File: src/rtl/airi5c_uart_rx.sv
// airi5c_uart_rx: UART frame receiver with runtime bit period, parity and frame checking.
// Optional build macro UART_RX_NOISE_FILTER_EN enables the three-sample majority filter and noise_error.
module airi5c_uart_rx #(
  parameter int SYNC_STAGES = 2
) (
  input  logic        clk,
  input  logic        n_reset,
  input  logic        rx,
  input  logic [2:0]  data_bits,
  input  logic [1:0]  parity,
  input  logic [1:0]  stop_bits,
  input  logic [23:0] c_bits,
  output logic [8:0]  data,
  output logic        valid,
  output logic        noise_error,
  output logic        parity_error,
  output logic        frame_error,
  output logic        busy
);

  typedef enum logic [2:0] {
    S_IDLE      = 3'd0,
    S_START     = 3'd1,
    S_DATA      = 3'd2,
    S_PARITY    = 3'd3,
    S_STOP      = 3'd4,
    S_WAIT_HIGH = 3'd5
  } state_t;

  function automatic logic maj3(input logic a, input logic b, input logic c);
    return (a & b) | (a & c) | (b & c);
  endfunction

  function automatic logic parity9(input logic [8:0] v);
    return ^v;
  endfunction

  logic [SYNC_STAGES-1:0] sync_q, sync_d;
  logic                   rx_prev_q, rx_prev_d;
  state_t                 state_q, state_d;
  logic [23:0]            timer_q, timer_d;
  logic [23:0]            c_q, c_d;
  logic [3:0]             bit_cnt_q, bit_cnt_d;
  logic [3:0]             nbits_q, nbits_d;
  logic                   par_en_q, par_en_d;
  logic                   par_odd_q, par_odd_d;
  logic [8:0]             shreg_q, shreg_d;
  logic [1:0]             samp_q, samp_d;
  logic                   noise_acc_q, noise_acc_d;
  logic                   perr_acc_q, perr_acc_d;
  logic [8:0]             data_q, data_d;
  logic                   valid_q, valid_d;
  logic                   noise_q, noise_d;
  logic                   perr_q, perr_d;
  logic                   ferr_q, ferr_d;
  logic                   busy_q, busy_d;

  logic        rx_s;
  logic        fall_s;
  logic [23:0] sp0_s, sp1_s, sp2_s;
  logic        at_sp0_s, at_sp1_s, at_sp2_s;
  logic        end_of_bit_s;
  logic [23:0] timer_next_s;
  logic        par_en_in_s;
  logic        bit_val_s, bit_noisy_s, stop_noisy_s;
  logic        unused_s;

  assign rx_s         = sync_q[SYNC_STAGES-1];
  assign fall_s       = rx_prev_q & ~rx_s;
  assign sp1_s        = c_q >> 1;
  assign sp0_s        = sp1_s - (c_q >> 4);
  assign sp2_s        = sp1_s + (c_q >> 4);
  assign at_sp0_s     = (timer_q == sp0_s);
  assign at_sp1_s     = (timer_q == sp1_s);
  assign at_sp2_s     = (timer_q == sp2_s);
  assign end_of_bit_s = (timer_q == (c_q - 24'd1));
  assign timer_next_s = end_of_bit_s ? 24'd0 : (timer_q + 24'd1);
  assign par_en_in_s  = (parity == 2'd1) || (parity == 2'd2);

  // Bit decision: majority of early/centre/late samples, the late one being the live line at sp2.
  // The stop bit is decided at its centre, so only early vs centre can disagree there.
`ifdef UART_RX_NOISE_FILTER_EN
  always_comb begin
    bit_val_s    = maj3(samp_q[0], samp_q[1], rx_s);
    bit_noisy_s  = (samp_q[0] != samp_q[1]) || (samp_q[1] != rx_s);
    stop_noisy_s = (samp_q[0] != rx_s);
    unused_s     = ^stop_bits;
  end
`else
  always_comb begin
    bit_val_s    = samp_q[1];
    bit_noisy_s  = 1'b0;
    stop_noisy_s = 1'b0;
    unused_s     = ^{stop_bits, samp_q[0]};
  end
`endif

  // Next-state logic: synchroniser, bit timer, frame FSM and output staging.
  always_comb begin
    sync_d      = {sync_q[SYNC_STAGES-2:0], rx};
    rx_prev_d   = rx_s;
    state_d     = state_q;
    timer_d     = timer_q;
    c_d         = c_q;
    nbits_d     = nbits_q;
    par_en_d    = par_en_q;
    par_odd_d   = par_odd_q;
    bit_cnt_d   = bit_cnt_q;
    shreg_d     = shreg_q;
    samp_d      = samp_q;
    noise_acc_d = noise_acc_q;
    perr_acc_d  = perr_acc_q;
    data_d      = data_q;
    valid_d     = 1'b0;
    noise_d     = noise_q;
    perr_d      = perr_q;
    ferr_d      = ferr_q;

    if (at_sp0_s) begin
      samp_d[0] = rx_s;
    end else begin
      samp_d[0] = samp_q[0];
    end
    if (at_sp1_s) begin
      samp_d[1] = rx_s;
    end else begin
      samp_d[1] = samp_q[1];
    end

    case (state_q)
      S_IDLE: begin
        if (fall_s && (c_bits >= 24'd16)) begin
          state_d     = S_START;
          timer_d     = 24'd0;
          c_d         = c_bits;
          par_en_d    = par_en_in_s;
          par_odd_d   = (parity == 2'd1);
          bit_cnt_d   = 4'd0;
          shreg_d     = 9'd0;
          noise_acc_d = 1'b0;
          perr_acc_d  = 1'b0;
          // Nine data bits leave no room for parity in the 9-bit word, so drop to eight.
          if (data_bits >= 3'd4) begin
            nbits_d = par_en_in_s ? 4'd8 : 4'd9;
          end else begin
            nbits_d = {1'b0, data_bits} + 4'd5;
          end
        end else begin
          state_d = S_IDLE;
        end
      end
      S_START: begin
        timer_d = timer_next_s;
        if (at_sp2_s && bit_val_s) begin
          state_d = S_IDLE;
          timer_d = 24'd0;
        end else if (at_sp2_s) begin
          noise_acc_d = bit_noisy_s;
        end else if (end_of_bit_s) begin
          state_d = S_DATA;
        end else begin
          state_d = S_START;
        end
      end
      S_DATA: begin
        timer_d = timer_next_s;
        if (at_sp2_s) begin
          shreg_d[bit_cnt_q] = bit_val_s;
          noise_acc_d        = noise_acc_q | bit_noisy_s;
        end else if (end_of_bit_s) begin
          bit_cnt_d = bit_cnt_q + 4'd1;
          if (bit_cnt_q == (nbits_q - 4'd1)) begin
            state_d = par_en_q ? S_PARITY : S_STOP;
          end else begin
            state_d = S_DATA;
          end
        end else begin
          state_d = S_DATA;
        end
      end
      S_PARITY: begin
        timer_d = timer_next_s;
        if (at_sp2_s) begin
          perr_acc_d  = ((parity9(shreg_q) ^ bit_val_s) != par_odd_q);
          noise_acc_d = noise_acc_q | bit_noisy_s;
        end else if (end_of_bit_s) begin
          state_d = S_STOP;
        end else begin
          state_d = S_PARITY;
        end
      end
      S_STOP: begin
        timer_d = timer_next_s;
        if (at_sp1_s) begin
          valid_d = 1'b1;
          data_d  = shreg_q;
          noise_d = noise_acc_q | stop_noisy_s;
          perr_d  = perr_acc_q;
          ferr_d  = ~rx_s;
          timer_d = 24'd0;
          state_d = rx_s ? S_IDLE : S_WAIT_HIGH;
        end else begin
          state_d = S_STOP;
        end
      end
      S_WAIT_HIGH: begin
        if (rx_s) begin
          state_d = S_IDLE;
        end else begin
          state_d = S_WAIT_HIGH;
        end
      end
      default: begin
        state_d = S_IDLE;
        timer_d = 24'd0;
      end
    endcase

    busy_d = (state_d != S_IDLE);
  end

  // State and output registers; reset presets the synchroniser to the idle line level.
  always_ff @(posedge clk or negedge n_reset) begin
    if (!n_reset) begin
      sync_q      <= {SYNC_STAGES{1'b1}};
      rx_prev_q   <= 1'b1;
      state_q     <= S_IDLE;
      timer_q     <= 24'd0;
      c_q         <= 24'd0;
      nbits_q     <= 4'd0;
      par_en_q    <= 1'b0;
      par_odd_q   <= 1'b0;
      bit_cnt_q   <= 4'd0;
      shreg_q     <= 9'd0;
      samp_q      <= 2'b11;
      noise_acc_q <= 1'b0;
      perr_acc_q  <= 1'b0;
      data_q      <= 9'd0;
      valid_q     <= 1'b0;
      noise_q     <= 1'b0;
      perr_q      <= 1'b0;
      ferr_q      <= 1'b0;
      busy_q      <= 1'b0;
    end else begin
      sync_q      <= sync_d;
      rx_prev_q   <= rx_prev_d;
      state_q     <= state_d;
      timer_q     <= timer_d;
      c_q         <= c_d;
      nbits_q     <= nbits_d;
      par_en_q    <= par_en_d;
      par_odd_q   <= par_odd_d;
      bit_cnt_q   <= bit_cnt_d;
      shreg_q     <= shreg_d;
      samp_q      <= samp_d;
      noise_acc_q <= noise_acc_d;
      perr_acc_q  <= perr_acc_d;
      data_q      <= data_d;
      valid_q     <= valid_d;
      noise_q     <= noise_d;
      perr_q      <= perr_d;
      ferr_q      <= ferr_d;
      busy_q      <= busy_d;
    end
  end

  assign data         = data_q;
  assign valid        = valid_q;
  assign noise_error  = noise_q;
  assign parity_error = perr_q;
  assign frame_error  = ferr_q;
  assign busy         = busy_q;

endmodule

File: config.mk
export PLATFORM = sky130hd
export DESIGN_NAME = airi5c_uart_rx
export DESIGN_NICKNAME = d
export VERILOG_FILES = /design/src/rtl/airi5c_uart_rx.sv
export SDC_FILE = /design/constraint.sdc
export NUM_CORES = 1
export LEC_CHECK = 0
export ABC_CLOCK_PERIOD_IN_PS = 6500
export CAP_MARGIN = 20
export CORE_UTILIZATION = 55
export CTS_CLUSTER_SIZE = 20
export DETAILED_ROUTE_END_ITERATION = 6
export HOLD_SLACK_MARGIN = 0.12
export PLACE_DENSITY_LB_ADDON = 0.2
export SLEW_MARGIN = 20
export SYNTH_ARGS = -nofsm -noshare
export SYNTH_HDL_FRONTEND = slang
export SYNTH_SLANG_ARGS = --single-unit
export TNS_END_PERCENT = 100
File: constraint.sdc
create_clock -name clk -period 6.5 [get_ports clk]
set_input_delay 1.3 -clock clk [delete_from_list [all_inputs] [get_ports clk]]
set_output_delay 1.3 -clock clk [all_outputs]
set_load 0.02 [all_outputs]
==> results.sh <==
export IMPL_dpl_hpwl_mm=16.8
export IMPL_grt_pass1_vias=6694
export IMPL_synth_fa_ha_area_frac=0.0527
export IMPL_syn_inst=881
export IMPL_outcome="finished clean"
export IMPL_grt_pass1_wl_mm=36.0
export IMPL_cts_made_buffers=9
export IMPL_p_leak_nw=3.69
export IMPL_sw_frac_of_total=0.240
export IMPL_critPathLaunchType="flip-flop"
export IMPL_syn_to_final_growth_pct=10.8
export IMPL_port_buffers=44
export IMPL_cts_resized=0
export IMPL_path_cells="ha_1 > inv_1 > fa_1 > nor2b_1 > o211a_1 > o2111ai_1 > a31oi_1 > mux2_1 > or4b_1 > nor4_2 > nand4_1 > nor3_1 > a22o_1"
export IMPL_yosysWarnings=0
export IMPL_ios=48
export IMPL_fin_crit_sh=0.752
export IMPL_fin_setup_tns_ps=0
export IMPL_htree_levels=3
export IMPL_routedWlPerCell_microns=21.0
export IMPL_drv_cap=0
export IMPL_ant_nets=0
export IMPL_synthTopCellsByArea="dfrtp_1, xnor2_1, mux2_2"
export IMPL_firstDrtPassIters=5
export IMPL_core_area_sq_mm=0.0133
export IMPL_hold_class="flip-flop to flip-flop"
export IMPL_endpoint_kind="flip-flop"
export IMPL_yosysMostFrequentCell="dfrtp_1"
export IMPL_grt_total_usage=0.328
export IMPL_gp_congestion=0.929
export IMPL_yosysUniqueCellTypes=82
export IMPL_worst_pin_slew_ps=1030
export IMPL_syn_num_nets=946
export IMPL_fmax_mhz=205
export IMPL_finalSetupViolCount=0
export IMPL_drive_above_1_share=0.0912
export IMPL_ys_ff_latch=88
export IMPL_row_count=42
export IMPL_sequentialPowerShare=0.478
export IMPL_synth_top_family_by_area="simple AND/OR/NAND/NOR gates"
export IMPL_clk_latency_ps=360
export IMPL_start_util=0.564
export IMPL_drc=0
export IMPL_layout_cells_non_filler=1064
export IMPL_synth_simple_gate_area_frac=0.212
export IMPL_drt_total_wl_mm=22.3
export IMPL_fill_cells=1142
export IMPL_final_cell_area_sq_mm=0.00832
export IMPL_critPathBufInv=1
export IMPL_synth_top_cells_by_count="dfrtp_1, nand2_1, xnor2_1"
export IMPL_chipWidth_microns=119
export IMPL_antenna_found_initial=0
export IMPL_hold_viol=0
export IMPL_cts_tree="yes"
export IMPL_die_h_microns=119
export IMPL_cts_root_buf="clkbuf_16"
export IMPL_irDropWorstVdd_uv=198
export IMPL_yosys_area_top_type="dfrtp_1"
export IMPL_drv_slew=0
export IMPL_clockBufferDepth=2
export IMPL_synth_top_area_frac=0.280
export IMPL_synthesis_area_sq_mm=0.00750
export IMPL_synth_area_per_cell_sq_um=8.52
export IMPL_synthXorXnorAreaFrac=0.122
export IMPL_synth_compound_area_share=0.198
export IMPL_rsz0062_at_grt="false"
export IMPL_grt_start_max_net_pins=78
export IMPL_dieArea_sq_mm=0.0141
export IMPL_cellPowerDensity_mw_per_mm2=139
export IMPL_cp_required_ps=6790
export IMPL_overflow=0
export IMPL_nets=948
export IMPL_fin_ws_ps=1620
export IMPL_cts_clk_slew_worst_paths_ps=70
export IMPL_hold_buffers=0
export IMPL_synth_edf_count=0
export IMPL_switchingPower_mw=0.277
export IMPL_drtIter0Drc=512
export IMPL_critPathTopFamily="simple AND/OR/NAND/NOR gates"
export IMPL_synthMuxAreaShare=0.0717
export IMPL_ys_seq_area_frac=0.294
export IMPL_crit_slowest_cell="nor4_2"
export IMPL_period_needed_ps=4880
export IMPL_ys_async_sr_fraction=1.00
export IMPL_max_slew_margin=0.313
export IMPL_placed_area_sq_mm=0.00798
export IMPL_fin_worst_skew_ps=15.4
export IMPL_via_per_inst=6.49
export IMPL_clkSinkCount=88
export IMPL_place_ws_ps=1710
export IMPL_p_comb_frac=0.038
export IMPL_cp_max_fo=10
export IMPL_diodes=0
export IMPL_timing_critical_path_slowest_cell_delay_ps=670
export IMPL_internal_power_mw=0.876
export IMPL_clockPowerShare=0.484
export IMPL_vias=6909
export IMPL_arrival_ps=5170
export IMPL_path_class="flip-flop to flip-flop"
export IMPL_placed_cells=1047
export IMPL_synth_ff_type="dfrtp_1"
export IMPL_cts_setup_buffers=0
## routing by layer
layer | routed length [microns] | track usage
met5 | 0 | 0
met4 | 796 | 0.130
met3 | 1430 | 0.0497
met2 | 10100 | 0.505
met1 | 10000 | 0.460
## registers in the layout, summed over array words and instances (netlist names)
name	cells
samp_q	1
nbits_q	4
timer_q	24
c_q	24
par_en_q	1
valid	1
bit_cnt_q	4
parity_error	1
perr_acc_q	1
frame_error	1
data	9
busy	1
par_odd_q	1
sync_q	2
rx_prev_q	1
shreg_q	9
state_q	3
## kinds of logic (layout without fill, tap and decap cells)
group                      after synthesis  in the layout
and+or+nand+nor                        301            301
AOI/OAI and AO/OA                      215            215
xor gates and xnor gates               103            103
buffers and inverters                   93            100
DFF                                     88             88
muxes                                   49             49
adders and majority gates               31             31
other                                    1              1
## through the flow
stage / util / power, mW / hold slack (ps)
floorplan: - / 0.567 / 345
global placement: 0.600 / 0.602 / 346
detailed placement: 0.600 / 0.603 / 348
CTS: 0.623 / 1.16 / 359
global route: 0.626 / 1.19 / 366
finish: 0.626 / 1.15 / 357
## final timing paths
path / startpoint / end / slack (ps) / cells past startpoint
setup / recovery: c_q[4] / shreg_q[2] / 1620 / 13
hold / removal: sync_q[0] / sync_q[1] / 360 / 0
setup reg to reg: c_q[4] / shreg_q[2] / 1620 / 13
hold reg to reg: sync_q[0] / sync_q[1] / 360 / 0
max in group asynchronous: n_reset / sync_q[0] / 4750 / 3
min in group asynchronous: n_reset / c_q[21] / 770 / 1
## final cells by class
cell class / instances / area, sq um / share of cell area
multi-input cells: 700 / 4950 / 0.595
clock inverters: 7 / 77.6 / 0.00933
clock buffers: 9 / 225 / 0.0271
flip-flops and latches: 88 / 2210 / 0.265
well taps: 176 / 220 / 0.0265
repair buffers: 52 / 518 / 0.0623
inverters: 32 / 120 / 0.0144
## layout by cell type (no fill, tap or decap), types with 4 or more instances in the layout
master	n
a211oi_1	5
a21o_1	11
a21oi_1	42
a22o_1	7
a22oi_1	6
a31oi_1	5
and2_1	4
and3_1	17
buf_4	8
clkbuf_16	9
clkdlybuf4s50_1	43
dfrtp_1	84
dfstp_2	4
ha_1	30
inv_1	32
mux2_2	36
mux2i_1	11
nand2_1	82
nand2b_1	14
nand3_1	27
nand4_1	23
nand4b_1	4
nor2_1	49
nor2b_1	9
nor3_1	25
nor4_1	14
o2111ai_1	14
o211ai_1	29
o21a_1	6
o21ai_0	28
o21ai_1	13
o221ai_1	4
o22ai_1	5
o31ai_1	8
or3_1	7
xnor2_1	57
xor2_1	45
## power groups by stage
stage	combinational, mW	sequential, mW	clock (mW)
6_report	0.0435	0.551	0.558
5_1_grt	0.0478	0.551	0.588
4_1_cts	0.0421	0.551	0.569
3_5_place_dp	0.0418	0.561	0
3_3_place_gp	0.0406	0.561	0
2_1_floorplan	0.00614	0.561	0
Power figures use the tool's default switching activity.
==> edit 1 (same flow settings) <==
Build with the macro `UART_RX_NOISE_FILTER_EN` defined.
--- a/src/rtl/airi5c_uart_rx.sv
+++ b/src/rtl/airi5c_uart_rx.sv
@@ -1,4 +1,6 @@
 // airi5c_uart_rx: UART frame receiver with runtime bit period, parity and frame checking.
 // Optional build macro UART_RX_NOISE_FILTER_EN enables the three-sample majority filter and noise_error.
+`define UART_RX_NOISE_FILTER_EN
+
 module airi5c_uart_rx #(
   parameter int SYNC_STAGES = 2
Check against the original RTL: no difference found for any inputs over 10 cycles, from zero or initial values and one cycle with n_reset low; that may be too few to reach the edited logic, so the function may still have changed.
==> edit 1 against the original RTL <==
  * Setup slack worse by 43 ps
  * Clock power decreased by 3%
  * Combinational power is 15% lower
  * Power down 0.33%
  * Non-clock buffer count decreased by 5
  * Maximum frequency fell by 0.87%
  * Area after synthesis rose by 19%
  * Routed wire length rose by 6.1%
  * Sequential cell count increased by 3
  * Design area is 17% higher
  * Die area is 19% higher
==> edit 1: results (changes against the original RTL) <==
run status=finished, final reports clean (unchanged); Detailed Place HPWL=18000 um (was 16800 um); multiplexer share of the synthesized area=7.04% (was 7.17%); Worst Tran Pin Value=1020 ps (was 1030 ps); via count of the first global-routing pass=7425 (was 6694); count of yosys warnings during synthesis=0 (unchanged); wire length on met3=1420 um (was 1430 um); compound-gate portion of the synthesized area=18.9% (was 19.8%); highest ir drop seen on vdd=0.000135 V (was 0.000198 V); arithmetic-cell share of the synthesized area counting full adders, half adders and majority gates=7.84% (was 5.27%); final WL=23700 um (was 22300 um); Critical Path Slowest Stage Cell=sky130_fd_sc_hd__o311a_4 (was sky130_fd_sc_hd__nor4_2); XOR/XNOR Fraction of Synth Area=11.2% (was 12.2%); antenna violations before repair=0 (unchanged); synth top area cells=sky130_fd_sc_hd__dfrtp_1 24%, sky130_fd_sc_hd__ha_1 7.4%, sky130_fd_sc_hd__xnor2_1 6.5% (was sky130_fd_sc_hd__dfrtp_1 28%, sky130_fd_sc_hd__xnor2_1 6.7%, sky130_fd_sc_hd__mux2_2 5.4%); routed length on met1=10400 um (was 10000 um); maximum number of pins on one net before global-route repair=49 (was 78); GR Util All Layers=29.0% (was 32.8%); Post-Route Skew=7.11 ps (was 15.4 ps); Port-buffer cells=45 (was 44); top cells by count, synth=92 x sky130_fd_sc_hd__nand2_1, 86 x sky130_fd_sc_hd__dfrtp_1, 84 x sky130_fd_sc_hd__nor2_1 (was 84 x sky130_fd_sc_hd__dfrtp_1, 82 x sky130_fd_sc_hd__nand2_1, 57 x sky130_fd_sc_hd__xnor2_1); Yosys cell types=85 (was 82); final net count=1170 (was 948); critical-path maximum fanout=41 (was 10); average via count per standard cell=6.24 (was 6.49); Routability Congestion=0.947 (was 0.929); number of instances in the synthesized netlist=1095 (was 881); async set-or-reset flop fraction in the synthesized netlist=100% (unchanged); fraction of final layout cells sized beyond drive strength 1=9.02% (was 9.12%); met2 wirelength from detailed routing=11200 um (was 10100 um); Cell Area, Placed=9380 um2 (was 7980 um2); sequential share of the synthesized area=25.5% (was 29.4%); number of design-rule violations left by the first detailed-router iteration=622 (was 512); Critical path origin=c_q[14]$_DFFE_PN0P_ (was c_q[4]$_DFFE_PN0P_); average wire per standard cell=18.2 um (was 21.0 um)
-- edit 1: cell count changes in the layout (fill, tap and decap cells not counted), sizes merged, moves of 10 or more --
cell     unedited run  this run
nor2               49        85
ha                 30        53
o21ai              42        52
o2111ai            14         4
a21oi              43        65
a31oi               5        17
xnor2              57        67
nand2              82        92
nor4               16        33
nand3              28        45
o211ai             30         5
inv                36        50
nor2b               9        19
-- edit 1: worst paths after layout --
kind | end | slack (ps) | cells after the start
worst min-delay path | sync_q[1]$_DFF_PN1_ | 360 | 0
worst max register to register | timer_q[7]$_DFFE_PN0P_ | 1570 | 12
min in group asynchronous | c_q[23]$_DFFE_PN0P_ | 940 | 1
worst max-delay path | timer_q[7]$_DFFE_PN0P_ | 1570 | 12
max in group asynchronous | c_q[1]$_DFFE_PN0P_ | 4550 | 2
worst min register to register | sync_q[1]$_DFF_PN1_ | 360 | 0
-- edit 1: where the power goes --
part           total, mW  internal [mW]  switching, mW
clock              0.543          0.313          0.230
sequential         0.569          0.568        0.00106
combinational     0.0368         0.0188         0.0181
-- edit 1: final cells by class --
cell class | instances | area, um2
Fill cell | 1476 | 6190
Sequential cell | 91 | 2280
Clock inverter | 6 | 71.3
Clock buffer | 10 | 239
Tap cell | 216 | 270
Inverter | 47 | 176
Timing Repair Buffer | 47 | 463
Multi-Input combinational cell | 885 | 6190
-- edit 1: metal layers --
layer / up-vias / GRT usage [%]
met5: - / 0
met2: 289 / 47.5
met1: 3883 / 38.9
met4: 0 / 12.2
li1: 3908 / -
met3: 38 / 3.14
==> edit 2 (same settings) <==
Made on the original files. Encoding of `state_t`: now one-hot (6 bits for 6 states).
--- a/src/rtl/airi5c_uart_rx.sv
+++ b/src/rtl/airi5c_uart_rx.sv
@@ -19,11 +19,11 @@
 );
 
-  typedef enum logic [2:0] {
-    S_IDLE      = 3'd0,
-    S_START     = 3'd1,
-    S_DATA      = 3'd2,
-    S_PARITY    = 3'd3,
-    S_STOP      = 3'd4,
-    S_WAIT_HIGH = 3'd5
+  typedef enum logic [5:0] {
+    S_IDLE      = 6'b000001,
+    S_START     = 6'b000010,
+    S_DATA      = 6'b000100,
+    S_PARITY    = 6'b001000,
+    S_STOP      = 6'b010000,
+    S_WAIT_HIGH = 6'b100000
   } state_t;
 
Check against the original RTL: no difference found for any inputs over 10 cycles, from zero or initial values and one cycle with n_reset low; not proved beyond that.
==> edit 2 against the original RTL <==
  * First-iteration DRC count rose by 15%
  * Design area fell by 5.1%
  * Sequential share of layout area rose by 2.4 points
  * Setup slack got worse by 83 ps
  * Maximum frequency fell by 1.7%
  * Area after synthesis fell by 4.8%
  * Routed wire length fell by 16%
  * Sequential cell count rose by 3
  * Core utilization barely moved
  * Highest routed layer unchanged
Power is left out: it rests on default switching activity, and per cell area and clock period it moved more than threefold.
==> edit 2: results (changes against the original RTL) <==
diodes inserted=0 (unchanged); number of design-rule violations left by the first detailed-router iteration=591 (was 512); average wire per standard cell=18.8 um (was 21.0 um); wire length of the first global-routing pass=30800 um (was 36000 um); critical-path maximum fanout=14 (was 10); startpoint of the tightest hold check path=sync_q[0]$_DFF_PN1_ (unchanged); Hold Crit Class=reg2reg (unchanged); run status=finished, final reports clean (unchanged); final WL=18800 um (was 22300 um); synth top area cells=sky130_fd_sc_hd__dfrtp_1 30%, sky130_fd_sc_hd__xnor2_1 8.6%, sky130_fd_sc_hd__mux2_2 5.8% (was sky130_fd_sc_hd__dfrtp_1 28%, sky130_fd_sc_hd__xnor2_1 6.7%, sky130_fd_sc_hd__mux2_2 5.4%); Critical path origin=c_q[17]$_DFFE_PN0P_ (was c_q[4]$_DFFE_PN0P_); multiplexer share of the synthesized area=6.53% (was 7.17%); average via count per standard cell=6.29 (was 6.49); via count of the first global-routing pass=5927 (was 6694); number of iterations in the first detailed-routing pass=7 (was 5); Critical Path AT=5190 ps (was 5170 ps); number of instances in the synthesized netlist=822 (was 881); top cells by count, synth=86 x sky130_fd_sc_hd__dfrtp_1, 70 x sky130_fd_sc_hd__nand2_1, 70 x sky130_fd_sc_hd__xnor2_1 (was 84 x sky130_fd_sc_hd__dfrtp_1, 82 x sky130_fd_sc_hd__nand2_1, 57 x sky130_fd_sc_hd__xnor2_1); biggest cell delay along the critical path=790 ps (was 670 ps); count of placed standard cells including taps=984 (was 1047); Detailed Place HPWL=14400 um (was 16800 um); Yosys cell types=75 (was 82); cells resized by post-CTS repair=0 (unchanged); fraction of final layout cells sized beyond drive strength 1=10.3% (was 9.12%); Critical Path Slowest Stage Cell=sky130_fd_sc_hd__nor2_1 (was sky130_fd_sc_hd__nor4_2); reg2reg setup slack=1530 ps (was 1620 ps); compound-gate portion of the synthesized area=16.3% (was 19.8%); FILL cells=1128 (was 1142); arithmetic-cell share of the synthesized area counting full adders, half adders and majority gates=5.53% (was 5.27%); GR Util All Layers=29.8% (was 32.8%); Worst Tran Pin Value=922 ps (was 1030 ps); sequential share of the synthesized area=32.0% (was 29.4%); XOR/XNOR Fraction of Synth Area=12.1% (was 12.2%); final net count=888 (was 948); Post-Route Skew=5.97 ps (was 15.4 ps)
-- edit 2: cell count changes after synthesis, moves of 13 or more --
| cell | change |
|---|---|
| sky130_fd_sc_hd__o21ai_1 | -13 |
| sky130_fd_sc_hd__o21ai_0 | +23 |
| sky130_fd_sc_hd__xnor2_1 | +13 |
| sky130_fd_sc_hd__o211ai_1 | -27 |
| sky130_fd_sc_hd__xor2_1 | -16 |
-- edit 2: through the flow --
stage               cell area [um2]  utilization, %  hold WS, ps  worst slack [ps]
floorplan                      7140               -          345              2800
global placement               7570            60.0          346              1670
detailed placement             7570            60.0          347              1580
CTS                            7890            62.5          357              1540
global route                   7890            62.5          365              1210
finish                         7890            62.5          355              1530
-- edit 2: final timing paths --
check                                          end  cells after the start
max in group asynchronous  timer_q[12]$_DFFE_PN0P_                      2
setup reg to reg            shreg_q[3]$_DFFE_PN0P_                     12
min in group asynchronous      c_q[22]$_DFFE_PN0P_                      1
hold reg to reg                sync_q[1]$_DFF_PN1_                      0
hold / removal                 sync_q[1]$_DFF_PN1_                      0
setup / recovery            shreg_q[3]$_DFFE_PN0P_                     12
-- edit 2: final cells by class --
cell class	count	share of cell area, %
Tap cell	172	2.73
Timing Repair Buffer	47	5.84
Inverter	27	1.28
Multi-Input combinational cell	647	57.2
Clock buffer	9	2.85
Clock inverter	7	1.11
Sequential cell	91	28.9
-- edit 2: cell families after synthesis --
kind of cell | after synthesis
AOI/OAI and AO/OA | 179
and+or+nand+nor | 295
xor gates and xnor gates | 99
DFF | 91
other | 1
buffers and inverters | 84
muxes | 42
adders and majority gates | 31
-- edit 2: routing by layer --
layer | global-route usage [%] | part of all wire [%]
met4 | 10.1 | 2.5
met3 | 4.24 | 5.8
met1 | 42.1 | 46
met5 | 0 | 0
met2 | 46.9 | 46
